### config.mk
export PLATFORM = sky130hd
export DESIGN_NAME = tour_move_sequencer_flat
export DESIGN_NICKNAME = d
export VERILOG_FILES = /design/src/rtl/tour_move_sequencer_pkg.sv /design/src/rtl/tour_move_sequencer_if.sv /design/src/rtl/tour_move_sequencer_decode.sv /design/src/rtl/tour_move_sequencer.sv /design/src/flat_wrapper.sv
export SDC_FILE = /design/constraint.sdc
export NUM_CORES = 1
export LEC_CHECK = 0
export ABC_AREA = 1
export ABC_CLOCK_PERIOD_IN_PS = 3300
export BUFFER_PORTS_ARGS = -buffer_cell sky130_fd_sc_hd__buf_4
export CAP_MARGIN = 20
export CORE_ASPECT_RATIO = 1.75
export CORE_MARGIN = 5
export CORE_UTILIZATION = 49
export DETAILED_ROUTE_END_ITERATION = 6
export PLACE_DENSITY_LB_ADDON = 0.1
export SYNTH_ARGS = -nofsm -noshare
export SYNTH_HDL_FRONTEND = slang
export SYNTH_SLANG_ARGS = --single-unit
### constraint.sdc
create_clock -name clk -period 3.3 [get_ports clk]
set_input_delay 0.33 -clock clk [delete_from_list [all_inputs] [get_ports clk]]
set_output_delay 0.33 -clock clk [all_outputs]
set_load 0.05 [all_outputs]
### src/rtl/tour_move_sequencer_pkg.sv
`default_nettype none
// ============================================================================
//  Module      : tour_pkg
//  Description : Shared types and constants for the knight-tour move
//                sequencer: FSM states, command opcodes, headings and
//                response bytes.
//  Revision    : 1.0 - initial release
// ============================================================================
package tour_pkg;

   // Sequencer states; explicit width keeps the encoding stable across tools
   typedef enum logic [2:0] {
      IDLE   = 3'd0,
      VERT   = 3'd1,
      WAIT_V = 3'd2,
      HORZ   = 3'd3,
      WAIT_H = 3'd4
   } tour_state_t;

   localparam logic [3:0] OP_MOVE    = 4'h4;
   localparam logic [3:0] OP_FANFARE = 4'h5;

   localparam logic [7:0] HDG_N = 8'h00;
   localparam logic [7:0] HDG_W = 8'h3F;
   localparam logic [7:0] HDG_S = 8'h7F;
   localparam logic [7:0] HDG_E = 8'hBF;

   localparam logic [7:0] RESP_ACK  = 8'hA5;
   localparam logic [7:0] RESP_DONE = 8'h5A;

endpackage
`default_nettype wire

### src/rtl/tour_move_sequencer_if.sv
`default_nettype none
// ============================================================================
//  Module      : tour_move_sequencer_if
//  Description : Bundles the TourLogic, UART_wrapper and cmd_proc facing
//                signals of the move sequencer. slave = sequencer view,
//                master = surrounding-system view.
//  Revision    : 1.0 - initial release
// ============================================================================
interface tour_move_sequencer_if #(
   parameter int IDX_W = 5
);
   logic             start_tour;
   logic [7:0]       move;
   logic [IDX_W-1:0] mv_indx;
   logic [15:0]      cmd_UART;
   logic             cmd_rdy_UART;
   logic             clr_cmd_rdy_UART;
   logic [15:0]      cmd;
   logic             cmd_rdy;
   logic             clr_cmd_rdy;
   logic             send_resp;
   logic [7:0]       resp;
   logic             tour_active;

   modport slave (
      input  start_tour, move, cmd_UART, cmd_rdy_UART, clr_cmd_rdy, send_resp,
      output mv_indx, clr_cmd_rdy_UART, cmd, cmd_rdy, resp, tour_active
   );

   modport master (
      output start_tour, move, cmd_UART, cmd_rdy_UART, clr_cmd_rdy, send_resp,
      input  mv_indx, clr_cmd_rdy_UART, cmd, cmd_rdy, resp, tour_active
   );
endinterface
`default_nettype wire

### src/rtl/tour_move_sequencer_decode.sv
`default_nettype none
// ============================================================================
//  Module      : knight_move_decode
//  Description : Turns a one-hot knight move into its vertical leg
//                (plain move) and horizontal leg (move with fanfare).
//                With several bits set the lowest one wins.
//  Revision    : 1.0 - initial release
// ============================================================================
module knight_move_decode
   import tour_pkg::*;
(
   input  logic [7:0]  move,
   output logic [15:0] vert_cmd,
   output logic [15:0] horz_cmd,
   output logic        valid
);

   logic [2:0] sel;
   logic       north;
   logic       east;
   logic [3:0] dy_mag;
   logic [3:0] dx_mag;

   // Priority-select the lowest set bit, then map it to direction and distance
   always_comb begin
      sel    = 3'd0;
      north  = 1'b1;
      east   = 1'b1;
      dy_mag = 4'd2;
      dx_mag = 4'd1;
      valid  = |move;
      // scanning high to low lets the lowest set bit overwrite the others
      for (int i = 7; i >= 0; i--) begin
         if (move[i]) sel = 3'(i);
      end
      case (sel)
         3'd0: begin north = 1'b1; dy_mag = 4'd2; east = 1'b1; dx_mag = 4'd1; end
         3'd1: begin north = 1'b1; dy_mag = 4'd2; east = 1'b0; dx_mag = 4'd1; end
         3'd2: begin north = 1'b1; dy_mag = 4'd1; east = 1'b0; dx_mag = 4'd2; end
         3'd3: begin north = 1'b0; dy_mag = 4'd1; east = 1'b0; dx_mag = 4'd2; end
         3'd4: begin north = 1'b0; dy_mag = 4'd2; east = 1'b0; dx_mag = 4'd1; end
         3'd5: begin north = 1'b0; dy_mag = 4'd2; east = 1'b1; dx_mag = 4'd1; end
         3'd6: begin north = 1'b0; dy_mag = 4'd1; east = 1'b1; dx_mag = 4'd2; end
         default: begin north = 1'b1; dy_mag = 4'd1; east = 1'b1; dx_mag = 4'd2; end
      endcase
      vert_cmd = {OP_MOVE,    (north ? HDG_N : HDG_S), dy_mag};
      horz_cmd = {OP_FANFARE, (east  ? HDG_E : HDG_W), dx_mag};
   end

endmodule
`default_nettype wire

### src/rtl/tour_move_sequencer.sv
`default_nettype none
// ============================================================================
//  Module      : tour_move_sequencer
//  Description : Walks the solved knight tour and issues two legs per move
//                to cmd_proc (vertical, then horizontal with fanfare).
//                Outside a tour, UART commands pass straight through.
//  Revision    : 1.0 - initial release
// ============================================================================
module tour_move_sequencer
   import tour_pkg::*;
#(
   parameter int NUM_MOVES = 24,
   parameter int IDX_W     = 5
)(
   input  logic                  clk,
   input  logic                  rst_n,
   tour_move_sequencer_if.slave  bus
);

   localparam logic [IDX_W-1:0] LAST_IDX = IDX_W'(NUM_MOVES - 1);

   tour_state_t      state_q,       state_d;
   logic [IDX_W-1:0] mv_indx_q,     mv_indx_d;
   logic             tour_active_q, tour_active_d;
   logic [15:0]      cmd_q,         cmd_d;
   logic             cmd_rdy_q,     cmd_rdy_d;

   logic [15:0]      vert_cmd;
   logic [15:0]      horz_cmd;
   logic             move_valid;
   logic             is_idle;
   logic             is_last;

   knight_move_decode u_decode (
      .move     (bus.move),
      .vert_cmd (vert_cmd),
      .horz_cmd (horz_cmd),
      .valid    (move_valid)
   );

   // Next-state logic; a leg is latched one cycle after entering VERT/HORZ
   // because the move for a new mv_indx only becomes visible then
   always_comb begin
      state_d       = state_q;
      mv_indx_d     = mv_indx_q;
      tour_active_d = tour_active_q;
      cmd_d         = cmd_q;
      cmd_rdy_d     = cmd_rdy_q;
      case (state_q)
         IDLE: begin
            if (bus.start_tour) begin
               state_d       = VERT;
               mv_indx_d     = '0;
               tour_active_d = 1'b1;
               cmd_rdy_d     = 1'b0;
            end
         end
         VERT: begin
            if (!cmd_rdy_q) begin
               if (!move_valid) begin
                  // no legal move from TourLogic: abandon the tour silently
                  state_d       = IDLE;
                  tour_active_d = 1'b0;
               end else begin
                  cmd_d     = vert_cmd;
                  cmd_rdy_d = 1'b1;
               end
            end else if (bus.clr_cmd_rdy) begin
               state_d   = WAIT_V;
               cmd_rdy_d = 1'b0;
            end
         end
         WAIT_V: begin
            if (bus.send_resp) state_d = HORZ;
         end
         HORZ: begin
            if (!cmd_rdy_q) begin
               cmd_d     = horz_cmd;
               cmd_rdy_d = 1'b1;
            end else if (bus.clr_cmd_rdy) begin
               state_d   = WAIT_H;
               cmd_rdy_d = 1'b0;
            end
         end
         WAIT_H: begin
            if (bus.send_resp) begin
               if (mv_indx_q == LAST_IDX) begin
                  state_d       = IDLE;
                  tour_active_d = 1'b0;
               end else begin
                  state_d   = VERT;
                  mv_indx_d = mv_indx_q + 1'b1;
               end
            end
         end
         default: begin
            state_d       = IDLE;
            tour_active_d = 1'b0;
            cmd_rdy_d     = 1'b0;
         end
      endcase
   end

   // Output muxing: UART pass-through in IDLE, registered legs during a tour
   always_comb begin
      is_idle              = (state_q == IDLE);
      is_last              = (mv_indx_q == LAST_IDX);
      bus.cmd              = is_idle ? bus.cmd_UART     : cmd_q;
      bus.cmd_rdy          = is_idle ? bus.cmd_rdy_UART : cmd_rdy_q;
      bus.clr_cmd_rdy_UART = is_idle & bus.clr_cmd_rdy;
      bus.mv_indx          = mv_indx_q;
      bus.tour_active      = tour_active_q;
      // the final send_resp must already carry the done byte
      bus.resp             = (tour_active_q && !((state_q == WAIT_H) && is_last))
                             ? RESP_ACK : RESP_DONE;
   end

   // State register with synchronous active-low reset
   always_ff @(posedge clk) begin
      if (!rst_n) begin
         state_q       <= IDLE;
         mv_indx_q     <= '0;
         tour_active_q <= 1'b0;
         cmd_q         <= 16'h0000;
         cmd_rdy_q     <= 1'b0;
      end else begin
         state_q       <= state_d;
         mv_indx_q     <= mv_indx_d;
         tour_active_q <= tour_active_d;
         cmd_q         <= cmd_d;
         cmd_rdy_q     <= cmd_rdy_d;
      end
   end

endmodule
`default_nettype wire

### src/flat_wrapper.sv
// flat-port wrapper written by rule: the top's interface ports become plain ports
module tour_move_sequencer_flat import tour_pkg::*;
#(
   parameter int NUM_MOVES = 24,
   parameter int IDX_W     = 5
)
  (clk, rst_n, bus_start_tour, bus_move, bus_cmd_UART, bus_cmd_rdy_UART, bus_clr_cmd_rdy, bus_send_resp, bus_mv_indx, bus_clr_cmd_rdy_UART, bus_cmd, bus_cmd_rdy, bus_resp, bus_tour_active);
  tour_move_sequencer_if #(.IDX_W(IDX_W)) bus_i ();
  input  logic clk;
  input  logic rst_n;
  input wire logic [$bits(bus_i.start_tour)-1:0] bus_start_tour;
  input wire logic [$bits(bus_i.move)-1:0] bus_move;
  input wire logic [$bits(bus_i.cmd_UART)-1:0] bus_cmd_UART;
  input wire logic [$bits(bus_i.cmd_rdy_UART)-1:0] bus_cmd_rdy_UART;
  input wire logic [$bits(bus_i.clr_cmd_rdy)-1:0] bus_clr_cmd_rdy;
  input wire logic [$bits(bus_i.send_resp)-1:0] bus_send_resp;
  output wire logic [$bits(bus_i.mv_indx)-1:0] bus_mv_indx;
  output wire logic [$bits(bus_i.clr_cmd_rdy_UART)-1:0] bus_clr_cmd_rdy_UART;
  output wire logic [$bits(bus_i.cmd)-1:0] bus_cmd;
  output wire logic [$bits(bus_i.cmd_rdy)-1:0] bus_cmd_rdy;
  output wire logic [$bits(bus_i.resp)-1:0] bus_resp;
  output wire logic [$bits(bus_i.tour_active)-1:0] bus_tour_active;
  assign bus_i.start_tour = bus_start_tour;
  assign bus_i.move = bus_move;
  assign bus_i.cmd_UART = bus_cmd_UART;
  assign bus_i.cmd_rdy_UART = bus_cmd_rdy_UART;
  assign bus_i.clr_cmd_rdy = bus_clr_cmd_rdy;
  assign bus_i.send_resp = bus_send_resp;
  assign bus_mv_indx = bus_i.mv_indx;
  assign bus_clr_cmd_rdy_UART = bus_i.clr_cmd_rdy_UART;
  assign bus_cmd = bus_i.cmd;
  assign bus_cmd_rdy = bus_i.cmd_rdy;
  assign bus_resp = bus_i.resp;
  assign bus_tour_active = bus_i.tour_active;
  tour_move_sequencer #(.NUM_MOVES(NUM_MOVES), .IDX_W(IDX_W)) u_core (.clk(clk), .rst_n(rst_n), .bus(bus_i));
endmodule
==> results.ini, run 1 <==
[worst_setup_path]
cp_max_fo = 17
reg2reg_from = u_core.state_q[1]
critPathKind = register to primary output
cp-end-kind = primary output
reg2reg_depth = 8
r2r-end = u_core.bus.mv_indx[4]
worst_ep_arrival_time_ps = 1820
start_kind = register
critPathLaunch = u_core.state_q[1]
required_ps = 2970
reg2reg_setup_slack_ps = 1560

[power]
swShare = 0.5847
p_seq_frac = 0.180
comb_power_share = 0.714
irDropWorstVdd_mv = 0.5473
power.share.clock = 0.106
p_switching_mw = 0.8595
p_int_mw = 0.6105
p_per_area_nw_per_um2 = 856.3
total_leakage_power_nw = 0.9608

[sta]
maxSlewViolCount = 0
max_slew_margin = 0.7184
fin_skew_ps = 1.968
tightest_slew_ps = 421.9
rsz0062_at_grt = false
finalCritPeriodShare = 0.6508
fmax_mhz = 465.6
min_period_ps = 2148
setup_viol_count_final = 0
final_hold_viol_count = 0
tns_ps = 0

[final_layout]
fin_cells = 284
final_cell_area_um2 = 1717
diodes = 0
drive_gt1_frac = 0.3333
area_delta_synth_final_pct = 37.61
finish.net_count = 290
finish.utilization = 0.6972

[place]
hpwl_um = 2624
portBuffers = 61
placed_cell_area_um2 = 1670
gp_congestion = 0.8344
dp.cells = 280

[grt]
antenna_found_initial = 0
grt_max_degree = 18
overflow = 0
grt_usage = 0.1827
grt_pass1_wl_um = 5175
grt_pass1_vias = 1348

[floorplan]
die_width_um = 48.14
rows = 24
start_util = 0.5066
fp.coreArea_um2 = 2462
num_io_pins = 62
dieArea_um2 = 3695
dieHeight_um = 76.75

[clock_network]
ctsHoldBuffers = 0
ctsResizeCount = 0
root_buffer = clkbuf_8
cts_tree = built
cts.reportedPaths.clkPinSlew_ps = 70
clock_latency_ps = 250
cts_inserted_buffers = 3
cts_sinks = 17
clk_path_buf_depth = 2
postCtsSetupBuffers = 0
htreeDepth = 1

[min_path]
min_from = rst_n
min_path_cells = 3
hold_path_class = input port to register
whs_endpoint = u_core.cmd_rdy_q

[yosys]
syn_nets = 234
synth_ff_type = dfxtp_1
synth_seq_cells = 17
yosys-top-cells-count = nand2_1, inv_1, dfxtp_1, a21oi_1, nor2_1
synth_top_area_frac = 0.2728
async_flop_share = 0
synth_top_cell_by_area = dfxtp_1
synth_cell_types = 29
ys_seq_area_frac = 0.2728
synthCells = 203
synth-edff-count = 0
synth_area_per_cell_um2 = 6.145
synth_area_um2 = 1247
synth_most_common_cell = nand2_1
yosys_warnings = 0
synth.top_cells.by_area = dfxtp_1, nand2_1, inv_1, a21oi_1, nand3_1

[routing]
final_antenna_net_count = 0
via_count = 1419
vias_per_cell = 4.996
first_pass_iters = 4
drt_wl_total_um = 3120
wire_per_inst_um = 10.99
drc_errors = 0
drt_first_iter_violations = 14

[status]
outcome = finished, final reports clean

[flow_run]
max_cap_violations = 0

metrics by stage:
stage | worst slack (ps) | hold WS, ps | total power, mW
2_1_floorplan | 150.8 | 427.6 | 1.089
4_1_cts | 1152 | 285.5 | 1.476
6_report | 1152 | 289.3 | 1.470
5_1_grt | 978.7 | 302.1 | 1.559
3_3_place_gp | 1437 | 451.0 | 1.316
3_5_place_dp | 1436 | 457.9 | 1.321
kinds of logic after synthesis:
family	count (synthesis)	synth area share
xor+xnor	1	0.007022
flops	17	0.2728
buf+inv	46	0.1645
compound gates	26	0.1113
fa+ha+maj	1	0.01003
simple gates	112	0.4343
cells in the final DEF (no fill, tap or decap):
cell type / synthesis / routed
nand3_2: 2 / 2
nand4_1: 5 / 5
a21oi_1: 15 / 15
o21ai_0: 6 / 5
nand2_2: 2 / 2
nor2_4: 1 / 1
o21ai_2: 1 / 1
inv_1: 31 / 31
clkbuf_8: 0 / 3
o21a_1: 1 / 1
inv_2: 4 / 4
nand2_1: 64 / 64
dfxtp_1: 17 / 17
nor3_4: 1 / 1
nor3_2: 1 / 1
nor3_1: 2 / 2
nand3_1: 10 / 10
clkinv_2: 0 / 1
a21boi_0: 1 / 1
nor3b_1: 2 / 2
o21ai_1: 2 / 3
buf_4: 6 / 61
ha_1: 1 / 1
nand3b_1: 2 / 2
nor2_1: 12 / 12
nand2_4: 3 / 3
inv_4: 1 / 1
nor2_2: 5 / 5
xor2_1: 1 / 1
power groups by stage:
stage / Combinational (mW) / Sequential [mW] / Clock (mW)
after floorplan: 0.811 / 0.278 / 0
after global placement: 1.05 / 0.269 / 0
after detailed placement: 1.05 / 0.269 / 0
after CTS: 1.06 / 0.264 / 0.157
after global routing: 1.13 / 0.267 / 0.166
final: 1.05 / 0.264 / 0.156
cell type report:
cell class | instances | area (um^2)
sequential | 17 | 340.3
timing repair buffer | 61 | 457.9
inverter | 36 | 137.6
tap | 26 | 32.53
fill | 221 | 745.7
clock inverter | 1 | 5.005
clock buffer | 3 | 41.29
multi-input combinational | 140 | 701.9
registers in the layout, summed over array words and instances (netlist names):
signal	count
u_core.state_q	3
u_core.bus.tour_active	1
u_core.bus.mv_indx	5
u_core.cmd_rdy_q	1
u_core.cmd_q	7
critical path, stage by stage (launching register included):
cell     delay [ps]
dfxtp_1         380
inv_2            90
nand2_2          70
nor2_4          330
inv_2           210
nand2_1         210
nand2_1          70
buf_4           190
how the worst max path moves through the flow:
stage	endpoint	cells after the start
after global placement	bus_cmd[6]	7
after global routing	bus_cmd[7]	7
after CTS	bus_cmd[5]	7
after detailed placement	bus_cmd[5]	7
after floorplan	bus_resp[2]	5
final	bus_cmd[4]	7
layer usage:
| layer | track usage | wire length (um) |
|---|---|---|
| met5 | 0 | 0 |
| met4 | 0.06739 | 63 |
| met3 | 0.02108 | 143 |
| met2 | 0.3560 | 1836 |
| met1 | 0.1676 | 1078 |
No activity file was read; power rests on OpenSTA's default activity.
==> run 2: changes to the inputs <==
--- a/config.mk
+++ b/config.mk
@@ -5,13 +5,13 @@
 export SDC_FILE = /design/constraint.sdc
 export NUM_CORES = 1
 export LEC_CHECK = 0
-export ABC_AREA = 1
-export ABC_CLOCK_PERIOD_IN_PS = 3300
+export ABC_AREA = 0
+export ABC_CLOCK_PERIOD_IN_PS = 2200
 export BUFFER_PORTS_ARGS = -buffer_cell sky130_fd_sc_hd__buf_4
 export CAP_MARGIN = 20
 export CORE_ASPECT_RATIO = 1.75
 export CORE_MARGIN = 5
-export CORE_UTILIZATION = 49
+export CORE_UTILIZATION = 45
 export DETAILED_ROUTE_END_ITERATION = 6
 export PLACE_DENSITY_LB_ADDON = 0.1
 export SYNTH_ARGS = -nofsm -noshare
==> constraint.sdc (replaced) <==
create_clock -name clk -period 2.2 [get_ports clk]
set_input_delay 0.22 -clock clk [delete_from_list [all_inputs] [get_ports clk]]
set_output_delay 0.22 -clock clk [all_outputs]
set_load 0.05 [all_outputs]
==> run 2 against run 1 <==
Effect of this change:
- global-route usage is 0.48 points lower
- wire length is 6.5% higher
- worst setup slack worse by 1000 ps
- critical path depth is 3 lower
==> results.ini, run 2 <==
[yosys]
synth.top_cells.by_area = dfxtp_1, mux2_2, nand2_1, a21o_1, buf_4
syn_nets = 182  ; -22%
async_flop_share = 0  ; unchanged
synth_area_um2 = 1196  ; -4.1%
synth_top_cell_by_area = dfxtp_1
synth_most_common_cell = dfxtp_1
synth_top_area_frac = 0.2845  ; +0.01170
synth-edff-count = 0  ; unchanged
synth_seq_cells = 17  ; unchanged
yosys_warnings = 0  ; unchanged
ys_seq_area_frac = 0.2845  ; +0.01170
synth_area_per_cell_um2 = 7.922  ; +29%
synth_ff_type = dfxtp_1
synthCells = 151  ; -26%
synth_cell_types = 42  ; +45%
yosys-top-cells-count = dfxtp_1, nand2_1, nor2_1, mux2_2, nand3_1

[sta]
setup_viol_count_final = 0  ; unchanged
tns_ps = 0  ; unchanged
final_hold_viol_count = 0  ; unchanged
min_period_ps = 2053
maxSlewViolCount = 0  ; unchanged
fin_skew_ps = 3.339  ; +1.372 ps
tightest_slew_ps = 523.3  ; +101.4 ps
max_slew_margin = 0.6507  ; -0.06777
whs_ps = 223.4  ; -65.91 ps
finalCritPeriodShare = 0.9333
fmax_mhz = 487.0
rsz0062_at_grt = false

[flow_run]
max_cap_violations = 0  ; unchanged

[min_path]
min_path_cells = 3  ; unchanged
whs_endpoint = u_core.cmd_q[11]
min_from = bus_move[0]
hold_path_class = input port to register

[routing]
drt_wl_total_um = 3324  ; +6.5%
wire_per_inst_um = 14.21  ; +29%
drc_errors = 0  ; unchanged
vias_per_cell = 5.577  ; +12%
via_count = 1305  ; -8.0%
final_antenna_net_count = 0  ; unchanged
drt_first_iter_violations = 25  ; +11
first_pass_iters = 4  ; unchanged

[worst_setup_path]
cpPeakStageDelay_ps = 380  ; about the same
r2r-end = u_core.cmd_q[9]
worst_ep_arrival_time_ps = 1830  ; about the same
cp_cell_sequence = or2_2 -> nor2_2 -> mux2_2 -> buf_4
cp-end-kind = primary output
critPathKind = register to primary output
required_ps = 1980  ; -990 ps
crit_path_top_delay_cell = mux2_2
reg2reg_from = u_core.state_q[2]
reg2reg_depth = 5  ; -3
start_kind = register
cp_max_fo = 9  ; -8
reg2reg_setup_slack_ps = 520  ; -1040 ps

[final_layout]
diodes = 0  ; unchanged
top_register = u_core.cmd_q
final_common_cell = buf_4
fin_cells = 234  ; -18%
finish.net_count = 240  ; -17%
drive_gt1_frac = 0.4375  ; +0.1042
largest_reg_flops = 7  ; unchanged
mostFrequentLayoutCells = buf_4, nand2_1, dfxtp_1
area_delta_synth_final_pct = 45.08
fillers = 231  ; +4.5%

[grt]
overflow = 0  ; unchanged
antenna_found_initial = 0  ; unchanged
grt_pass1_vias = 1316  ; -2.4%
grt_pass1_wl_um = 5630  ; +8.8%
grt_max_degree = 23  ; +5
grt_usage = 0.1780  ; -0.004755

[floorplan]
die_width_um = 48.98  ; +1.7%
dieHeight_um = 78.21  ; +1.9%
num_io_pins = 62  ; unchanged
dieArea_um2 = 3830  ; +3.7%
rows = 24  ; unchanged
start_util = 0.4742  ; -0.03240
fp.coreArea_um2 = 2522  ; +2.4%

[clock_network]
clock_latency_ps = 260  ; about the same
clk_path_buf_depth = 2  ; unchanged
cts.reportedPaths.clkPinSlew_ps = 70  ; about the same
root_buffer = clkbuf_8
ctsHoldBuffers = 0  ; unchanged
cts_sinks = 17  ; unchanged
postCtsSetupBuffers = 0  ; unchanged
cts_tree = built
htreeDepth = 1  ; unchanged
cts_inserted_buffers = 3  ; unchanged
ctsResizeCount = 0  ; unchanged

[power]
total_leakage_power_nw = 0.7705  ; -20%
power.total_mw = 1.789  ; +22%
p_per_area_nw_per_um2 = 1031  ; +20%
irDropWorstVdd_mv = 0.6887  ; +26%

[place]
portBuffers = 61  ; unchanged
hpwl_um = 2732  ; +4.1%
dp.cells = 230  ; -18%
gp_congestion = 0.7967  ; -4.5%

[status]
outcome = finished, final reports clean

run 2: changes by cell type in the layout (fill, tap and decap cells not counted), sizes merged, moves of 5 or more:
cell | previous run | this run
a21o | 0 | 6
a21oi | 15 | 4
and2 | 0 | 5
inv | 36 | 2
mux2 | 0 | 8
nand2 | 69 | 15
nand4 | 5 | 0
nor2 | 18 | 11
nor2b | 0 | 6
run 2: report_power, final:
part	internal [mW]	switching, mW
clock network	0.126	0.113
logic	0.402	0.762
registers	0.354	0.0325
run 2: cells by family after synthesis:
family	Yosys count	synth area share
and+or+nand+nor	69	0.3128
AOI/OAI and AO/OA	34	0.1977
DFF	17	0.2845
buffers and inverters	15	0.06694
muxes	9	0.08369
xor gates and xnor gates	6	0.04393
adders and majority gates	1	0.01046
run 2: layer usage:
metal / GRT usage / routed length [um]
met3: 0.02462 / 168
met2: 0.3403 / 1875
met1: 0.1765 / 1155
met5: 0 / 0
met4: 0.09973 / 125
run 2: worst max-delay path by stage:
stage	depth (start not counted)	endpoint	startpoint	slack, ps
floorplan	5	bus_resp[2]	u_core.bus.mv_indx[1]	-40
global placement	5	u_core.state_q[2]	bus_move[4]	380
detailed placement	5	u_core.state_q[2]	bus_move[4]	360
global route	5	bus_cmd[4]	u_core.state_q[1]	30
CTS	5	bus_cmd[9]	u_core.state_q[1]	120
finish	4	bus_cmd[10]	u_core.state_q[1]	150
run 2: layout make-up:
type | instances | area (um^2) | share of cell area
inverter | 3 | 15.01 | 0.008652
multi-input combinational | 119 | 802.0 | 0.4621
timing repair buffer | 65 | 488.0 | 0.2812
sequential | 17 | 351.6 | 0.2026
clock inverter | 1 | 5.005 | 0.002884
tap | 26 | 32.53 | 0.01875
clock buffer | 3 | 41.29 | 0.02379
run 2: per-stage QoR:
step | utilization | cell area [um^2] | setup WS, ps
detailed placement | 0.6696 | 1689 | 361.4
finish | 0.6880 | 1735 | 146.7
global placement | 0.6696 | 1689 | 381.7
global route | 0.6880 | 1735 | 34.75
floorplan | - | 1260 | -39.49
CTS | 0.6880 | 1735 | 117.9
run 2: worst max-delay path: cells and delay by family, from the launching register on:
kind / cells / cell delay [ps]
AND/OR/NAND/NOR: 2 / 690
buffers and inverters: 1 / 190
flip-flops: 1 / 310
multiplexers: 1 / 380
